## config.mk

```make
export PLATFORM = sky130hd
export DESIGN_NAME = alu_issue_ctrl
export DESIGN_NICKNAME = d
export VERILOG_FILES = /design/src/rtl/alu_issue_ctrl.sv
export SDC_FILE = /design/constraint.sdc
export NUM_CORES = 1
export LEC_CHECK = 0
export CAP_MARGIN = 20
export CELL_PAD_IN_SITES_DETAIL_PLACEMENT = 0
export CELL_PAD_IN_SITES_GLOBAL_PLACEMENT = 1
export CORE_MARGIN = 1.5
export CORE_UTILIZATION = 30
export DETAILED_ROUTE_END_ITERATION = 16
export MAX_ROUTING_LAYER = met4
export PLACE_DENSITY = 0.79
export SETUP_SLACK_MARGIN = 0.1
export SYNTH_ARGS = -nofsm -noshare
export SYNTH_HDL_FRONTEND = slang
export SYNTH_SLANG_ARGS = --single-unit
export TNS_END_PERCENT = 30
```

## constraint.sdc

```tcl
create_clock -name clk -period 3 [get_ports clk]
set_input_delay 0.9 -clock clk [delete_from_list [all_inputs] [get_ports clk]]
set_output_delay 0.9 -clock clk [all_outputs]
set_load 0.05 [all_outputs]
```

## src/rtl/alu_issue_ctrl.sv

```systemverilog
// Execute-stage controller for an external combinational ALU.
// It decodes RV32I ALU/branch ops, registers the result and redirects on taken branches.
module alu_issue_ctrl #(
    parameter int XLEN = 32
) (
    input  logic            clk,
    input  logic            rst,
    input  logic            in_valid,
    output logic            in_ready,
    input  logic [XLEN-1:0] in_instr,
    input  logic [XLEN-1:0] in_pc,
    input  logic [XLEN-1:0] in_rs1,
    input  logic [XLEN-1:0] in_rs2,
    output logic [XLEN-1:0] alu_a,
    output logic [XLEN-1:0] alu_b,
    output logic [3:0]      alu_mode,
    input  logic [XLEN-1:0] alu_x,
    input  logic            alu_zero,
    output logic            out_valid,
    input  logic            out_ready,
    output logic [4:0]      out_rd,
    output logic [XLEN-1:0] out_data,
    output logic            redirect_valid,
    output logic [XLEN-1:0] redirect_pc,
    output logic            illegal
);
    localparam logic [6:0] OPC_OP    = 7'b0110011;
    localparam logic [6:0] OPC_IMM   = 7'b0010011;
    localparam logic [6:0] OPC_BR    = 7'b1100011;
    localparam logic [6:0] OPC_LUI   = 7'b0110111;
    localparam logic [6:0] OPC_AUIPC = 7'b0010111;

    localparam logic [3:0] M_ADD  = 4'b0000;
    localparam logic [3:0] M_SUB  = 4'b0001;
    localparam logic [3:0] M_AND  = 4'b0010;
    localparam logic [3:0] M_OR   = 4'b0011;
    localparam logic [3:0] M_XOR  = 4'b0100;
    localparam logic [3:0] M_SLL  = 4'b0101;
    localparam logic [3:0] M_SRL  = 4'b0110;
    localparam logic [3:0] M_SRA  = 4'b0111;
    localparam logic [3:0] M_LTU  = 4'b1000;
    localparam logic [3:0] M_GEU  = 4'b1001;
    localparam logic [3:0] M_NE   = 4'b1011;
    localparam logic [3:0] M_LT   = 4'b1100;
    localparam logic [3:0] M_GE   = 4'b1101;

    logic [6:0]  w_op;
    logic [2:0]  w_f3;
    logic [6:0]  w_f7;
    logic [31:0] w_immi;
    logic [31:0] w_immu;
    logic [31:0] w_immb;
    logic [31:0] w_a;
    logic [31:0] w_b;
    logic [3:0]  w_mode;
    logic        w_ill;
    logic        w_br;
    logic        w_slt;

    logic        r_ex_valid;
    logic        r_ex_br;
    logic        r_ex_slt;
    logic [4:0]  r_ex_rd;
    logic [31:0] r_ex_tgt;
    logic [31:0] r_alu_a;
    logic [31:0] r_alu_b;
    logic [3:0]  r_alu_mode;
    logic        r_out_valid;
    logic [4:0]  r_out_rd;
    logic [31:0] r_out_data;
    logic        r_redir_valid;
    logic [31:0] r_redir_pc;
    logic        r_ill;

    logic        w_out_free;
    logic        w_ex_adv;
    logic        w_ex_taken;
    logic        w_acc;
    logic [31:0] w_res;

    assign w_op   = in_instr[6:0];
    assign w_f3   = in_instr[14:12];
    assign w_f7   = in_instr[31:25];
    assign w_immi = {{20{in_instr[31]}}, in_instr[31:20]};
    assign w_immu = {in_instr[31:12], 12'b0};
    assign w_immb = {{19{in_instr[31]}}, in_instr[31], in_instr[7],
                     in_instr[30:25], in_instr[11:8], 1'b0};

    always_comb begin
        w_a    = in_rs1;
        w_b    = in_rs2;
        w_mode = M_ADD;
        w_ill  = 1'b0;
        w_br   = 1'b0;
        w_slt  = 1'b0;
        unique case (w_op)
            OPC_OP: begin
                unique case ({w_f7, w_f3})
                    {7'h00, 3'b000}: w_mode = M_ADD;
                    {7'h20, 3'b000}: w_mode = M_SUB;
                    {7'h00, 3'b001}: begin w_mode = M_SLL; w_b = {27'b0, in_rs2[4:0]}; end
                    {7'h00, 3'b010}: begin w_mode = M_LT;  w_slt = 1'b1; end
                    {7'h00, 3'b011}: begin w_mode = M_LTU; w_slt = 1'b1; end
                    {7'h00, 3'b100}: w_mode = M_XOR;
                    {7'h00, 3'b101}: begin w_mode = M_SRL; w_b = {27'b0, in_rs2[4:0]}; end
                    {7'h20, 3'b101}: begin w_mode = M_SRA; w_b = {27'b0, in_rs2[4:0]}; end
                    {7'h00, 3'b110}: w_mode = M_OR;
                    {7'h00, 3'b111}: w_mode = M_AND;
                    default:         w_ill = 1'b1;
                endcase
            end
            OPC_IMM: begin
                w_b = w_immi;
                unique case (w_f3)
                    3'b000: w_mode = M_ADD;
                    3'b010: begin w_mode = M_LT;  w_slt = 1'b1; end
                    3'b011: begin w_mode = M_LTU; w_slt = 1'b1; end
                    3'b100: w_mode = M_XOR;
                    3'b110: w_mode = M_OR;
                    3'b111: w_mode = M_AND;
                    3'b001: begin
                        w_mode = M_SLL;
                        w_b    = {27'b0, in_instr[24:20]};
                        w_ill  = (w_f7 != 7'h00);
                    end
                    default: begin
                        w_mode = (w_f7 == 7'h20) ? M_SRA : M_SRL;
                        w_b    = {27'b0, in_instr[24:20]};
                        w_ill  = (w_f7 != 7'h00) && (w_f7 != 7'h20);
                    end
                endcase
            end
            OPC_BR: begin
                w_br = 1'b1;
                unique case (w_f3)
                    3'b000:  w_mode = M_SUB;
                    3'b001:  w_mode = M_NE;
                    3'b100:  w_mode = M_LT;
                    3'b101:  w_mode = M_GE;
                    3'b110:  w_mode = M_LTU;
                    3'b111:  w_mode = M_GEU;
                    default: w_ill = 1'b1;
                endcase
            end
            OPC_LUI: begin
                w_a = 32'b0;
                w_b = w_immu;
            end
            OPC_AUIPC: begin
                w_a = in_pc;
                w_b = w_immu;
            end
            default: w_ill = 1'b1;
        endcase
    end

    // A taken branch blocks intake for its own cycle and the redirect cycle.
    assign w_out_free = !r_out_valid || out_ready;
    assign w_ex_adv   = r_ex_valid && (r_ex_br || w_out_free);
    assign w_ex_taken = r_ex_valid && r_ex_br && alu_zero;
    assign in_ready   = (!r_ex_valid || w_ex_adv) && !w_ex_taken && !r_redir_valid;
    assign w_acc      = in_valid && in_ready;
    assign w_res      = r_ex_slt ? {31'b0, alu_zero} : alu_x;

    always_ff @(posedge clk) begin
        if (rst) begin
            r_ex_valid    <= 1'b0;
            r_ex_br       <= 1'b0;
            r_ex_slt      <= 1'b0;
            r_ex_rd       <= 5'b0;
            r_ex_tgt      <= 32'b0;
            r_alu_a       <= 32'b0;
            r_alu_b       <= 32'b0;
            r_alu_mode    <= M_ADD;
            r_out_valid   <= 1'b0;
            r_out_rd      <= 5'b0;
            r_out_data    <= 32'b0;
            r_redir_valid <= 1'b0;
            r_redir_pc    <= 32'b0;
            r_ill         <= 1'b0;
        end else begin
            r_ill         <= w_acc && w_ill;
            r_redir_valid <= w_ex_adv && w_ex_taken;
            if (w_ex_adv && w_ex_taken) begin
                r_redir_pc <= r_ex_tgt;
            end
            if (w_acc && !w_ill) begin
                r_ex_valid <= 1'b1;
                r_ex_br    <= w_br;
                r_ex_slt   <= w_slt;
                r_ex_rd    <= in_instr[11:7];
                r_ex_tgt   <= in_pc + w_immb;
                r_alu_a    <= w_a;
                r_alu_b    <= w_b;
                r_alu_mode <= w_mode;
            end else if (w_ex_adv) begin
                r_ex_valid <= 1'b0;
            end
            if (w_ex_adv && !r_ex_br) begin
                r_out_valid <= 1'b1;
                r_out_rd    <= r_ex_rd;
                r_out_data  <= w_res;
            end else if (out_ready) begin
                r_out_valid <= 1'b0;
            end
        end
    end

    assign alu_a          = r_alu_a;
    assign alu_b          = r_alu_b;
    assign alu_mode       = r_alu_mode;
    assign out_valid      = r_out_valid;
    assign out_rd         = r_out_rd;
    assign out_data       = r_out_data;
    assign redirect_valid = r_redir_valid;
    assign redirect_pc    = r_redir_pc;
    assign illegal        = r_ill;
endmodule

```

---- Word-level counts from Yosys, hierarchy flattened ----
Cells that the tools add are included.
cells by class
  $add $sub $neg .......................... 1
  reduce and logical (&&, ||, !) cells .... 32
  eq/ne operators ......................... 23
  multiplexer cells ....................... 22
operator list
  operator               number
  $mux W32               3
  $pmux W32 S3           1
  $pmux W32 S2           1
  $eq A10 B3 Y1 const B  4
  $pmux W4 S9            1
  $add A32 B32 Y32       1
  $pmux W4 S7            1
  $pmux W4 S6            1
  $eq A7 B6 Y1 const B   3
  $eq A10 B2 Y1 const B  2
  $eq A10 B9 Y1 const B  2
  $eq A7 B5 Y1 const B   2
  $eq A3 B3 Y1 const B   4
  $pmux W4 S3            1
  $reduce_or A6 Y1       2
  $logic_and A1 B1 Y1    11
  $eq A10 B1 Y1 const B  1
  $logic_not A10 Y1      1
  $mux W1                10
  $reduce_or A10 Y1      1
  $eq A7 B7 Y1 const B   1
  $ne A7 B6 Y1 const B   1
  $reduce_bool A7 Y1     1
  $eq A3 B2 Y1 const B   2
  other kinds (9)        20
storage, ports and cells
  output and inout bits ................... 141
  logic and storage cells ................. 92
  register bits after elaboration ......... 180

---- Longest topological paths before layout ----
Gate-level depths: netlist of run 1.
  depth in word-level cells ............... 10
  gate-level depth with buffers ........... 11
  depth with buffers taken out ............ 10

---- Worst setup path before layout of run 1 ----
No wires, ideal clock.
  kind .................................... input-to-reg
  start ................................... input port out_ready
  end ..................................... register r_alu_b[19], in the netlist alu_b[19]
  data arrival time ....................... 3.084 ns
  cell stages on the path ................. 10
  library setup time ...................... 0.136 ns
  slack ................................... -0.220 ns
  cells stage by stage .................... nand2b_1 > o21ai_0 > a21oi_1 > nand2_1 > nor2b_4 > buf_12 > nand2_1 > buf_4 > a221oi_1 > nor3_1
between the ends
  longest elaborated chain between the ends .. 8
RTL lines
  what                               RTL line  RTL
  start: declaration                 20        input logic out_ready,
  $logic_or A1 B1 Y1                 158       assign w_out_free = !r_out_valid || out_ready;
  $logic_or A1 B1 Y1                 159       assign w_ex_adv = r_ex_valid && (r_ex_br || w_out_free);
  $logic_and A1 B1 Y1                159
  $logic_or A1 B1 Y1                 161       assign in_ready = (!r_ex_valid || w_ex_adv) && !w_ex_taken && !r_redir_valid;
  $logic_and A1 B1 Y1 (2 in series)  161
  via in_ready                       9         output logic in_ready,
  $logic_and A1 B1 Y1                162       assign w_acc = in_valid && in_ready;
  $logic_and A1 B1 Y1                187       if (w_acc && !w_ill) begin
  end signal: assignment             194       r_alu_b <= w_b;
  end: declaration                   66        logic [31:0] r_alu_b;
The timed path passes the listed nets, and every way through them passes these cells.
A chain may end at the register's enable or synchronous reset.

---- Worst setup path after layout of run 1 ----
  start ................................... input port out_ready
  end ..................................... output port in_ready
between the ends
  longest elaborated chain between the ends .. 6
RTL lines
  what                               RTL line
  $logic_or A1 B1 Y1                 158
  $logic_or A1 B1 Y1                 159
  $logic_and A1 B1 Y1                159
  $logic_or A1 B1 Y1                 161
  $logic_and A1 B1 Y1 (2 in series)  161
  end: declaration                   9
No other way between the ends.

==> summary.md, run 1 <==
| Metric | Value |
|---|---|
| Required @ worst endpoint | ~2100 ps |
| Worst Hold Path EP | redirect_pc[26] |
| DRT iter0 DRCs | about 510 |
| Ys flop type | dfxtp_1 |
| Crit path kind | input port to output pin |
| EDFF count, synth | 0 |
| Register bit count reported by yosys | 180 |
| Number of global-route vias before repair | about 9000 |
| Core area | roughly 30000 um^2 |
| Status | completed |
| DRC | 0 |
| Worst setup SP type | input port |
| Slew margin rel. | 33.2% |
| RSZ-0062 raised after global routing | yes |
| Dpl cells | between 1500 and 2000 |
| Worst Reg2Reg Path Length in Cells | 10 |
| Reg-to-reg slack, setup | 1060 ps |
| Clk_skew | about 12 ps |
| Design area | between 10000 and 15000 um^2 |
| Die Height | around 180 um |
| P&R area growth vs syn | 60.9% |
| Final Setup Violations | 0 |
| Async S/R FF share, synth | 0% |
| Most frequent cells in the layout | clkdlybuf4s50_1 (268), nand2_1 (183), dfxtp_1 (180) |
| Top Ports | between 300 and 400 |
| Initial antenna violation count | 4 |
| Biggest area consumer among synthesized cells | dfxtp_1 |
| Worst hold path cell count | 2 |
| GRT Residual Overflow | 0 |
| Die width | approximately 180 um |
| Leading post-synthesis cells by cell area | dfxtp_1 (40%), nand2_1 (7.7%), a21oi_1 (7.4%), ha_1 (4.2%), nor3_1 (4.1%) |
| Die Area | about 31000 um^2 |
| Vias per cell | just under 5 |
| VDD IR-drop max | 0.404 mV |
| Final RePlAce weighted congestion | approximately 0.9 |
| CP endpoint kind | output pin |
| Net count, final | roughly 1700 |
| CTS Hold Bufs | 0 |
| Worst-Skew Late Latency | between 400 and 500 ps |
| Yosys Warn Count | 0 |
| Tcrit/Tclk final | 96.0% |
| Worst path arrival time | 1980 ps |
| Htree depth | 4 |
| Synth Area per Inst | 8.09 um^2 |
| Synth Net Count | ~1300 |
| Post-Syn Area | around 9000 um^2 |
| Setup WS pre-CTS | -673 ps |
| CTS tree | built |
| Min-Delay Path Class | register to register |
| GRT Total Usage | 20.9% |
| Pwr per Cell Area | ~400 nW/um^2 |
| Final hold vios | 0 |
| Rows | 63 |
| Drt total wl | 32100 um |
| Metal3 WL | roughly 1900 um |
| Worst-Margin Slew | 1000 ps |
| Sequential share of the synthesized area | between 40% and 50% |
| Worst-path fanout max | 2 |
| FF-to-FF End | alu_b[16] |
| Final ANT Viol Nets | 0 |
| First-pass GRT wire length | 49600 um |
| Commonest non-fill, non-tap cell in the layout | clkdlybuf4s50_1 |
| Max layer used | met4 |
| Post-synthesis cell type count | slightly below 80 |
| Max Fclk | between 300 and 400 MHz |
| Clk pin slew, worst setup/hold paths | roughly 80 ps |
| Fin worst setup slack | ~120 ps |
| WL met1 | roughly 15000 um |
| Clk buf depth | 2 |
| Fin util | between 40% and 50% |
| Final Max Slew Viols | 0 |
| Pleak | about 0.0053 uW |
| Pre-Repair DR Iteration Count | 5 |
| Port bufs | approximately 310 |
| Maxcap violations | 0 |
| FF-to-FF Start | r_ex_br |
| CTS sink count | 180 |
| Share of layout cells above drive strength 1 | ~18% |
| CTS root buffer | clkbuf_16 |
| Largest net degree at the start of global routing | 70 |
| Mapped Cells | between 1000 and 1500 |
| Hold_sp | r_ex_tgt[26] |
| Routed len/inst | 16.8 um |
| Min cycle time layout | a little under 3000 ps |
| DP HPWL | 23900 um |
| Placed Area | about 13000 um^2 |
| Total power | about 6000 uW |
| Via count | approximately 9400 |
| Synth top area share | around 40% |
| Wire length on met2 | 14300 um |
| Initial core utilization | 30.5% |
| Total CTS buffers | 17 |
| Crit path from | out_ready |
| Final Non-Filler Cells | approximately 1900 |
[through the flow]
stage | hold slack, ps | setup TNS, ps
CTS | 443 | 0
finish | 450 | 0
detailed placement | 443 | -46260
floorplan | 432 | -41.4
global placement | 438 | -42650
global route | 457 | 0
[critical path, cell delays in order]
cell and delay (ps):
clkdlybuf4s50_1 480, nand2b_4 130, o21ai_1 70, a21oi_2 160
buf_6 120, buf_12 120
[sequential cells by signal, indices dropped and copies added (netlist names)]
signal	flops
out_data	32
out_valid	1
r_ex_br	1
alu_a	32
alu_mode	4
redirect_valid	1
alu_b	32
r_ex_rd	5
r_ex_valid	1
illegal	1
r_ex_slt	1
out_rd	5
r_ex_tgt	32
redirect_pc	32
[worst max-delay path by stage]
stage,endpoint,slack [ps],depth (start not counted)
final,in_ready,120,6
after floorplan,r_ex_tgt[31],-40,10
after detailed placement,r_ex_tgt[31],-670,11
after global placement,r_ex_tgt[31],-620,11
after global routing,r_ex_tgt[31],40,11
after CTS,r_ex_tgt[31],70,11
[layout make-up]
class | instances | area, um^2
tap | 390 | 488
inverter | 11 | 41.3
timing repair buffer | 457 | 4390
antenna | 3 | 7.51
fill | 2844 | 15100
clock inverter | 14 | 169
multi-input combinational | 838 | 5350
sequential | 180 | 3600
clock buffer | 18 | 439
[layer usage]
layer / GRT usage, % / vias up
met4: 5.63 / 0
li1: - / 4764
met5: - / -
met2: 30.7 / 261
met1: 28.8 / 4385
met3: 4.52 / 33
[kinds of logic (layout without fill, tap and decap cells)]
logic type	Yosys count	after routing	synth area share [%]
flops	180	180	40.0
fa+ha+maj	31	31	4.39
compound gates	297	297	21.5
simple gates	489	489	27.1
xor+xnor	20	20	1.94
mux	1	1	0.111
other cells	0	3	0
buf+inv	96	500	4.97
[power breakdown]
| group | leakage (uW) | switching (uW) | internal, uW | total [uW] |
|---|---|---|---|---|
| Sequential | 0.00145 | 12.1 | 2410 | 2420 |
| Combinational | 0.00355 | 527 | 587 | 1110 |
| Clock | 0.000294 | 1170 | 1160 | 2320 |
[Yosys cell counts, types with 2 or more instances]
master     instances
nand2_1          184
dfxtp_1          180
a21oi_1          134
nor2_1            93
nor3_1            73
clkbuf_1          59
a211oi_1          43
nand3b_1          42
nor3b_1           33
ha_1              30
a221oi_1          26
o21ai_0           23
buf_2             17
xnor2_1           16
nand3_1           13
a21o_1            12
inv_1             11
and3_1            10
o21ai_1            8
or3_1              7
nand2b_1           6
o21bai_1           5
a31oi_1            4
nor2b_1            4
o21a_1             4
xor2_1             4
a211o_1            3
a211oi_2           3
a311oi_2           3
buf_4              3
buf_6              3
nand4_1            3
o211ai_1           3
a2111o_1           2
a2111oi_0          2
a21boi_0           2
a21o_2             2
a311oi_1           2
and2_1             2
buf_12             2
[what timing repair did]
item	in CTS	in global routing
pin swaps	7	23
buffers inserted	3	6
endpoints found under the setup margin	86	72
resized for setup	30	86
Power figures use the tool's default switching activity.
==> inputs of run 2 (changes only) <==
--- a/config.mk
+++ b/config.mk
@@ -10,6 +10,7 @@
 export CELL_PAD_IN_SITES_GLOBAL_PLACEMENT = 1
 export CORE_MARGIN = 1.5
 export CORE_UTILIZATION = 30
+export CTS_CLUSTER_DIAMETER = 40
 export DETAILED_ROUTE_END_ITERATION = 16
 export MAX_ROUTING_LAYER = met4
 export PLACE_DENSITY = 0.79
==> results of run 2 <==
The final DEF is identical to that of run 1; final timing and power are the same.
